## src/rtl/sync_fifo_ram_pkg.sv

```systemverilog
// Shared definitions for the parametrised RAM-backed synchronous FIFO:
// default geometry, operation encoding and parameter legality helpers.
package sync_fifo_ram_pkg;

   localparam int DEF_WID   = 138;
   localparam int DEF_DEPTH = 32;
   localparam int DEF_AWID  = 5;
   localparam int DEF_AFULL = 28;

   // Accepted operations in one cycle, encoded as {push, pop}.
   typedef enum logic [1:0] {
      OP_IDLE = 2'b00,
      OP_POP  = 2'b01,
      OP_PUSH = 2'b10,
      OP_BOTH = 2'b11
   } fifo_op_e;

   function automatic int clog2(input int value);
      int result;
      result = 32'sd0;
      while ((32'sd1 <<< result) < value) begin
         result = result + 32'sd1;
      end
      return result;
   endfunction

   function automatic bit is_pow2(input int value);
      return (value > 32'sd0) && ((value & (value - 32'sd1)) == 32'sd0);
   endfunction

   function automatic bit fifo_params_ok(input int depth, input int awid, input int afull);
      return (depth >= 32'sd4) && is_pow2(depth) && (awid == clog2(depth)) &&
             (afull >= 32'sd1) && (afull <= depth);
   endfunction

endpackage

```

## src/rtl/sync_fifo_ram_if.sv

```systemverilog
// Push/pop handshake, flush and status bundle of the synchronous FIFO.
interface sync_fifo_ram_if #(
   parameter int WID  = 138,
   parameter int AWID = 5
);
   logic            softreset;
   logic            writein;
   logic [WID-1:0]  din;
   logic            readin;
   logic [WID-1:0]  dout;
   logic            dout_vld;
   logic            full;
   logic            empty;
   logic            almost_full;
   logic [AWID:0]   count;
   logic            overflow;
   logic            underflow;

   modport master (
      output softreset, writein, din, readin,
      input  dout, dout_vld, full, empty, almost_full, count, overflow, underflow
   );

   modport slave (
      input  softreset, writein, din, readin,
      output dout, dout_vld, full, empty, almost_full, count, overflow, underflow
   );
endinterface

```

## src/rtl/sync_fifo_ram_ram2p_wd.sv

```systemverilog
// Generic two-port RAM: one write port, one registered read port.
// A same-address read and write in one cycle returns the old contents.
module ram2p_wd #(
   parameter int WID   = 138,
   parameter int DEPTH = 32,
   parameter int AWID  = 5
) (
   input  logic            clk,
   input  logic            wen,
   input  logic [AWID-1:0] waddr,
   input  logic [WID-1:0]  wdata,
   input  logic            ren,
   input  logic [AWID-1:0] raddr,
   output logic [WID-1:0]  rdata
);

   logic [WID-1:0] mem_r [DEPTH];

   // Array write; no reset so the array maps onto plain RAM cells.
   always_ff @(posedge clk) begin
      if (wen) begin
         mem_r[waddr] <= wdata;
      end
   end

   // Registered read sampling pre-write contents; holds when not enabled.
   always_ff @(posedge clk) begin
      if (ren) begin
         rdata <= mem_r[raddr];
      end
   end

endmodule

```

## src/rtl/sync_fifo_ram.sv

```systemverilog
// Parametrised synchronous FIFO on a two-port RAM with flow control,
// occupancy count, almost-full threshold, sticky error flags and flush.
module sync_fifo_ram
   import sync_fifo_ram_pkg::*;
#(
   parameter int WID   = DEF_WID,
   parameter int DEPTH = DEF_DEPTH,
   parameter int AWID  = DEF_AWID,
   parameter int AFULL = DEF_AFULL
) (
   input  logic              clk,
   input  logic              rst_n,
   sync_fifo_ram_if.slave    bus
);

   localparam logic [AWID:0] DEPTH_C = (AWID+1)'(DEPTH);
   localparam logic [AWID:0] AFULL_C = (AWID+1)'(AFULL);

   if (!fifo_params_ok(DEPTH, AWID, AFULL)) begin : g_param_err
      $error("sync_fifo_ram: illegal DEPTH/AWID/AFULL combination");
   end

   logic [AWID-1:0] wptr_r;
   logic [AWID-1:0] rptr_r;
   logic [AWID:0]   count_r;
   logic            empty_r;
   logic            full_r;
   logic            afull_r;
   logic            dout_vld_r;
   logic            overflow_r;
   logic            underflow_r;
   logic            primed_r;

   logic            wr_req_s;
   logic            rd_req_s;
   logic            flush_s;
   logic            wr_acc_s;
   logic            rd_acc_s;
   logic [AWID:0]   count_nxt_s;
   fifo_op_e        op_s;
   logic [WID-1:0]  rdata_s;

   // Request qualification: an unknown control input falls to the else branch and becomes a no-op.
   always_comb begin
      wr_req_s = 1'b0;
      rd_req_s = 1'b0;
      flush_s  = 1'b0;
      if (bus.softreset == 1'b1) begin
         flush_s = 1'b1;
      end else begin
         flush_s = 1'b0;
      end
      if ((bus.writein == 1'b1) && !flush_s) begin
         wr_req_s = 1'b1;
      end else begin
         wr_req_s = 1'b0;
      end
      if ((bus.readin == 1'b1) && !flush_s) begin
         rd_req_s = 1'b1;
      end else begin
         rd_req_s = 1'b0;
      end
   end

   // Acceptance and next occupancy; a full FIFO takes a push only alongside a pop.
   always_comb begin
      rd_acc_s    = rd_req_s && !empty_r;
      wr_acc_s    = wr_req_s && (!full_r || rd_acc_s);
      op_s        = fifo_op_e'({wr_acc_s, rd_acc_s});
      count_nxt_s = count_r;
      case (op_s)
         OP_PUSH: count_nxt_s = count_r + (AWID+1)'(1);
         OP_POP:  count_nxt_s = count_r - (AWID+1)'(1);
         OP_BOTH: count_nxt_s = count_r;
         OP_IDLE: count_nxt_s = count_r;
         default: count_nxt_s = count_r;
      endcase
   end

   // Pointers, occupancy, flags and sticky errors; flags follow the next count.
   always_ff @(posedge clk or negedge rst_n) begin
      if (!rst_n) begin
         wptr_r      <= '0;
         rptr_r      <= '0;
         count_r     <= '0;
         empty_r     <= 1'b1;
         full_r      <= 1'b0;
         afull_r     <= 1'b0;
         dout_vld_r  <= 1'b0;
         overflow_r  <= 1'b0;
         underflow_r <= 1'b0;
         primed_r    <= 1'b0;
      end else if (flush_s) begin
         wptr_r      <= '0;
         rptr_r      <= '0;
         count_r     <= '0;
         empty_r     <= 1'b1;
         full_r      <= 1'b0;
         afull_r     <= 1'b0;
         dout_vld_r  <= 1'b0;
         overflow_r  <= 1'b0;
         underflow_r <= 1'b0;
      end else begin
         if (wr_acc_s) begin
            wptr_r <= wptr_r + AWID'(1);
         end
         if (rd_acc_s) begin
            rptr_r   <= rptr_r + AWID'(1);
            primed_r <= 1'b1;
         end
         count_r    <= count_nxt_s;
         empty_r    <= (count_nxt_s == (AWID+1)'(0));
         full_r     <= (count_nxt_s == DEPTH_C);
         afull_r    <= (count_nxt_s >= AFULL_C);
         dout_vld_r <= rd_acc_s;
         if (wr_req_s && !wr_acc_s) begin
            overflow_r <= 1'b1;
         end
         if (rd_req_s && empty_r) begin
            underflow_r <= 1'b1;
         end
      end
   end

   ram2p_wd #(
      .WID   (WID),
      .DEPTH (DEPTH),
      .AWID  (AWID)
   ) u_ram (
      .clk   (clk),
      .wen   (wr_acc_s),
      .waddr (wptr_r),
      .wdata (bus.din),
      .ren   (rd_acc_s),
      .raddr (rptr_r),
      .rdata (rdata_s)
   );

   // The RAM output register is not reset, so dout reads zero until the first pop lands.
   assign bus.dout        = primed_r ? rdata_s : {WID{1'b0}};
   assign bus.dout_vld    = dout_vld_r;
   assign bus.full        = full_r;
   assign bus.empty       = empty_r;
   assign bus.almost_full = afull_r;
   assign bus.count       = count_r;
   assign bus.overflow    = overflow_r;
   assign bus.underflow   = underflow_r;

endmodule

```

## src/flat_wrapper.sv

```systemverilog
// flat-port wrapper written by rule: the top's interface ports become plain ports
module sync_fifo_ram_flat import sync_fifo_ram_pkg::*;
#(
   parameter int WID   = DEF_WID,
   parameter int DEPTH = DEF_DEPTH,
   parameter int AWID  = DEF_AWID,
   parameter int AFULL = DEF_AFULL
)
  (clk, rst_n, bus_softreset, bus_writein, bus_din, bus_readin, bus_dout, bus_dout_vld, bus_full, bus_empty, bus_almost_full, bus_count, bus_overflow, bus_underflow);
  sync_fifo_ram_if #(.WID(WID), .AWID(AWID)) bus_i ();
  input  logic clk;
  input  logic rst_n;
  input wire logic [$bits(bus_i.softreset)-1:0] bus_softreset;
  input wire logic [$bits(bus_i.writein)-1:0] bus_writein;
  input wire logic [$bits(bus_i.din)-1:0] bus_din;
  input wire logic [$bits(bus_i.readin)-1:0] bus_readin;
  output wire logic [$bits(bus_i.dout)-1:0] bus_dout;
  output wire logic [$bits(bus_i.dout_vld)-1:0] bus_dout_vld;
  output wire logic [$bits(bus_i.full)-1:0] bus_full;
  output wire logic [$bits(bus_i.empty)-1:0] bus_empty;
  output wire logic [$bits(bus_i.almost_full)-1:0] bus_almost_full;
  output wire logic [$bits(bus_i.count)-1:0] bus_count;
  output wire logic [$bits(bus_i.overflow)-1:0] bus_overflow;
  output wire logic [$bits(bus_i.underflow)-1:0] bus_underflow;
  assign bus_i.softreset = bus_softreset;
  assign bus_i.writein = bus_writein;
  assign bus_i.din = bus_din;
  assign bus_i.readin = bus_readin;
  assign bus_dout = bus_i.dout;
  assign bus_dout_vld = bus_i.dout_vld;
  assign bus_full = bus_i.full;
  assign bus_empty = bus_i.empty;
  assign bus_almost_full = bus_i.almost_full;
  assign bus_count = bus_i.count;
  assign bus_overflow = bus_i.overflow;
  assign bus_underflow = bus_i.underflow;
  sync_fifo_ram #(.WID(WID), .DEPTH(DEPTH), .AWID(AWID), .AFULL(AFULL)) u_core (.clk(clk), .rst_n(rst_n), .bus(bus_i));
endmodule
```

## config.mk

```make
export PLATFORM = sky130hd
export DESIGN_NAME = sync_fifo_ram_flat
export DESIGN_NICKNAME = d
export VERILOG_FILES = /design/src/rtl/sync_fifo_ram_pkg.sv /design/src/rtl/sync_fifo_ram_if.sv /design/src/rtl/sync_fifo_ram_ram2p_wd.sv /design/src/rtl/sync_fifo_ram.sv /design/src/flat_wrapper.sv
export SDC_FILE = /design/constraint.sdc
export NUM_CORES = 2
export LEC_CHECK = 0
export BUFFER_PORTS_ARGS = -buffer_cell sky130_fd_sc_hd__buf_4
export CORE_ASPECT_RATIO = 1.75
export CORE_MARGIN = 1.5
export CORE_UTILIZATION = 62
export CTS_BUF_LIST = sky130_fd_sc_hd__clkbuf_4 sky130_fd_sc_hd__clkbuf_8 sky130_fd_sc_hd__clkbuf_16
export DETAILED_ROUTE_END_ITERATION = 7
export GPL_ROUTABILITY_DRIVEN = 1
export GPL_TIMING_DRIVEN = 1
export HOLD_SLACK_MARGIN = 0.08
export PLACE_DENSITY_LB_ADDON = 0.05
export SETUP_SLACK_MARGIN = 0.3
export SYNTH_ARGS = -nofsm -noshare
export SYNTH_HDL_FRONTEND = slang
export SYNTH_MEMORY_MAX_BITS = 65536
export SYNTH_SLANG_ARGS = --single-unit
```

## constraint.sdc

```tcl
create_clock -name clk -period 11.91 [get_ports clk]
set_clock_uncertainty 0.1 [all_clocks]
set_input_delay 2.382 -clock clk [delete_from_list [all_inputs] [get_ports clk]]
set_output_delay 2.382 -clock clk [all_outputs]
set_load 0.01 [all_outputs]
```

==> run metrics <==
initial core utilization 62.4%; Post-synth ARST share 0.503%; LEAKAGE 58.2 nW; WL/cell 39.1 um; Cells after DPL 10,425; Syn-to-layout area delta 11.6%; sequential share of power 53.7%; overall power 33.4 mW; Fillers 16,130; RSZ-0062 raised after global routing no; synthesized area per cell 25.7 um^2; TritonCTS clock tree done; syn nets 6,883; min cycle time layout 5580 ps; initial DRC count 8,982; die area 0.283 mm^2; Ports 293; Synth Warn # 0; fin crit share 46.8%; Worst Path Arrival 6000 ps; GPL Wtd Cong 0.825; CTS H-tree depth 5; combinational share of power 7.2%; first-pass GRT wire length 612 mm; outcome finished, final reports clean; DR pass1 iterations 5; Post-Synthesis Cells 6,732; sw frac 21.1%; internal power of the cells 26.3 mW; Sink Count 4,577; Netlist cell types 47; Max IR drop VDD 0.154 mV; setup_tns 0 ps; Fmax 179 MHz; # setup viols final 0; Clock transition at path regs 60 ps; Slew @ Worst Pin 1220 ps; Worst EP required 12,340 ps; relative slew slack 18.9%; Hold Violations, Final 0; Critical Path Start Type input port; via count 77,490; # port buffers 292; Clock power frac 39.2%; cts repair resizes 0; critical path peak fanout 87; setup ws final 6330 ps; switching power 7.04 mW; number of buffers created by CTS 392; Sequential Area 0.137 mm^2; DRC viols 0; dominant synthesized flop cell edfxtp_1; vias per std cell 6.94; # rows 256; Max clock buf depth 4; final wirelength 437 mm; number of global-route vias before repair 79,834; share of layout cells above drive strength 1 34.8%; Non-Filler Instances 11,158; largest net degree at the start of global routing 138; Die W 403 um; All-Layer GR Usage 31.4%; Worst Setup Path Type in -> reg; CP Capture Type flip-flop; nets@finish 7,358; Hold Buf Count CTS 0; root buffer cell clkbuf_16; Place WS 5400 ps; clk_lat worst skew 920 ps; FF+latch count, synth 4,577; mapped cell area 0.173 mm^2; worst min path class reg -> reg; PwrDens 173 mW/mm^2; Core ar. 0.278 mm^2; Detail Route Antenna Nets 0; hpwl dp 238 mm; footprint of the multi-input gates 0.0346 mm^2; post-layout util 69.6%; Seq/Total Area, Yosys 79.3%; grt total ovfl 0; Post-CTS Setup Bufs 0; initial antenna violation count 38; Die H 702 um; max cap viols 0; Final Max Slew Viols 0; EDFF count, synth 4,554
per-stage QoR:
stage	hold slack, ps	area (um^2)
after floorplan	426	173000
after global placement	393	180000
after detailed placement	395	180000
after CTS	411	193000
after global routing	447	193000
final	408	193000
sequential cells by signal, indices dropped and copies added, names as in the netlist:
register,cells
u_core.bus.empty,1
u_core.u_ram.mem_r,4416
u_core.bus.almost_full,1
u_core.wptr_r,5
u_core.bus.dout_vld,1
u_core.bus.count,6
u_core.rptr_r,5
u_core.bus.overflow,1
u_core.bus.full,1
u_core.bus.underflow,1
u_core.u_ram.rdata,138
u_core.primed_r,1
cell type report:
class | count | area share [%]
inverter | 8 | 0.0155
tap | 3612 | 2.34
clock buffer | 476 | 5.50
sequential | 4577 | 71.1
multi-input combinational | 1798 | 17.9
antenna | 24 | 0.0311
clock inverter | 233 | 1.24
timing repair buffer | 430 | 1.92
logic make-up after synthesis:
| family | synth area share (%) |
|---|---|
| xor+xnor | 0.0657 |
| fa+ha+maj | 0.0578 |
| buf+inv | 0.903 |
| compound gates | 0.105 |
| flops | 79.3 |
| simple gates | 0.752 |
| mux | 18.8 |
worst paths after layout:
path                            slack, ps                 start  depth (start not counted)                   endpoint
worst max-delay path                 6330            bus_readin                          8  u_core.u_ram.mem_r[2][12]
worst min-delay path                  410  u_core.bus.underflow                          2       u_core.bus.underflow
worst max register to register       6990      u_core.rptr_r[0]                          5     u_core.u_ram.rdata[45]
worst min register to register        410  u_core.bus.underflow                          2       u_core.bus.underflow
max in group asynchronous           10140                 rst_n                          1           u_core.bus.empty
min in group asynchronous            1270                 rst_n                          1           u_core.wptr_r[1]
metal layers:
metal / vias to the layer above / wire length, um / track usage (%)
met5: - / 125 / 0
met4: 20 / 18500 / 12.3
met3: 684 / 29800 / 4.11
met2: 3749 / 233000 / 54.7
met1: 42830 / 155000 / 40.7
li1: 30207 / - / -
synth_stat cells, types with 2 or more instances:
| cell | count | area share [%] |
|---|---|---|
| a211oi_1 | 2 | 0.0087 |
| a21o_1 | 2 | 0.0087 |
| a21oi_1 | 5 | 0.014 |
| a31oi_1 | 4 | 0.014 |
| and2_1 | 141 | 0.51 |
| buf_1 | 33 | 0.071 |
| buf_2 | 33 | 0.095 |
| buf_4 | 29 | 0.13 |
| buf_6 | 10 | 0.065 |
| clkbuf_1 | 244 | 0.53 |
| dfrtp_1 | 22 | 0.32 |
| edfxtp_1 | 4554 | 79 |
| ha_1 | 8 | 0.058 |
| inv_1 | 6 | 0.013 |
| mux2_2 | 138 | 0.90 |
| mux2i_1 | 2 | 0.012 |
| mux4_2 | 1380 | 18 |
| nand2_1 | 9 | 0.019 |
| nand2b_1 | 4 | 0.014 |
| nand3_1 | 3 | 0.0087 |
| nand3b_1 | 6 | 0.026 |
| nand4_1 | 4 | 0.014 |
| nor2_1 | 51 | 0.11 |
| nor2b_1 | 2 | 0.0072 |
| nor3b_1 | 2 | 0.0087 |
| nor4_1 | 2 | 0.0072 |
| o21ai_0 | 4 | 0.012 |
| o21ai_1 | 2 | 0.0058 |
| xnor2_1 | 3 | 0.015 |
| xor2_1 | 10 | 0.051 |
power groups by stage:
stage	Clock, mW	Combinational (mW)	Sequential (mW)
3_3_place_gp	0	2.41	18.2
6_report	13.1	2.39	17.9
4_1_cts	13.2	2.45	17.9
2_1_floorplan	0	1.49	18.2
3_5_place_dp	0	2.44	18.3
5_1_grt	13.8	2.52	17.9
critical path, stage by stage:
cell	delay, ps
buf_4	90
nand2b_1	200
a211oi_1	290
buf_4	220
nand2_1	480
nor2_4	780
buf_12	520
buf_4	740
layout by cell type (no fill, tap or decap), types with 3 or more instances in the layout:
cell        instances
ha_1                8
a31oi_1             4
clkinv_2           70
clkinv_4            5
dfrtp_1            16
xnor2_1             3
diode_2            24
nand2_1             9
dfrtp_4             6
clkinv_1           83
clkbuf_16         403
nand2b_1            4
edfxtp_1         4554
mux4_2           1380
nand3_1             3
nand3b_1            6
nand4_1             4
nor2_1             18
buf_12             39
bufinv_16          48
mux2_2            138
o21ai_0             4
a21oi_1             5
buf_4             391
xor2_1             10
nor2_4             33
and2_1            141
inv_6               5
inv_1               6
clkbuf_4           73
clkinvlp_4         20
(Power assumes the default switching activity.)
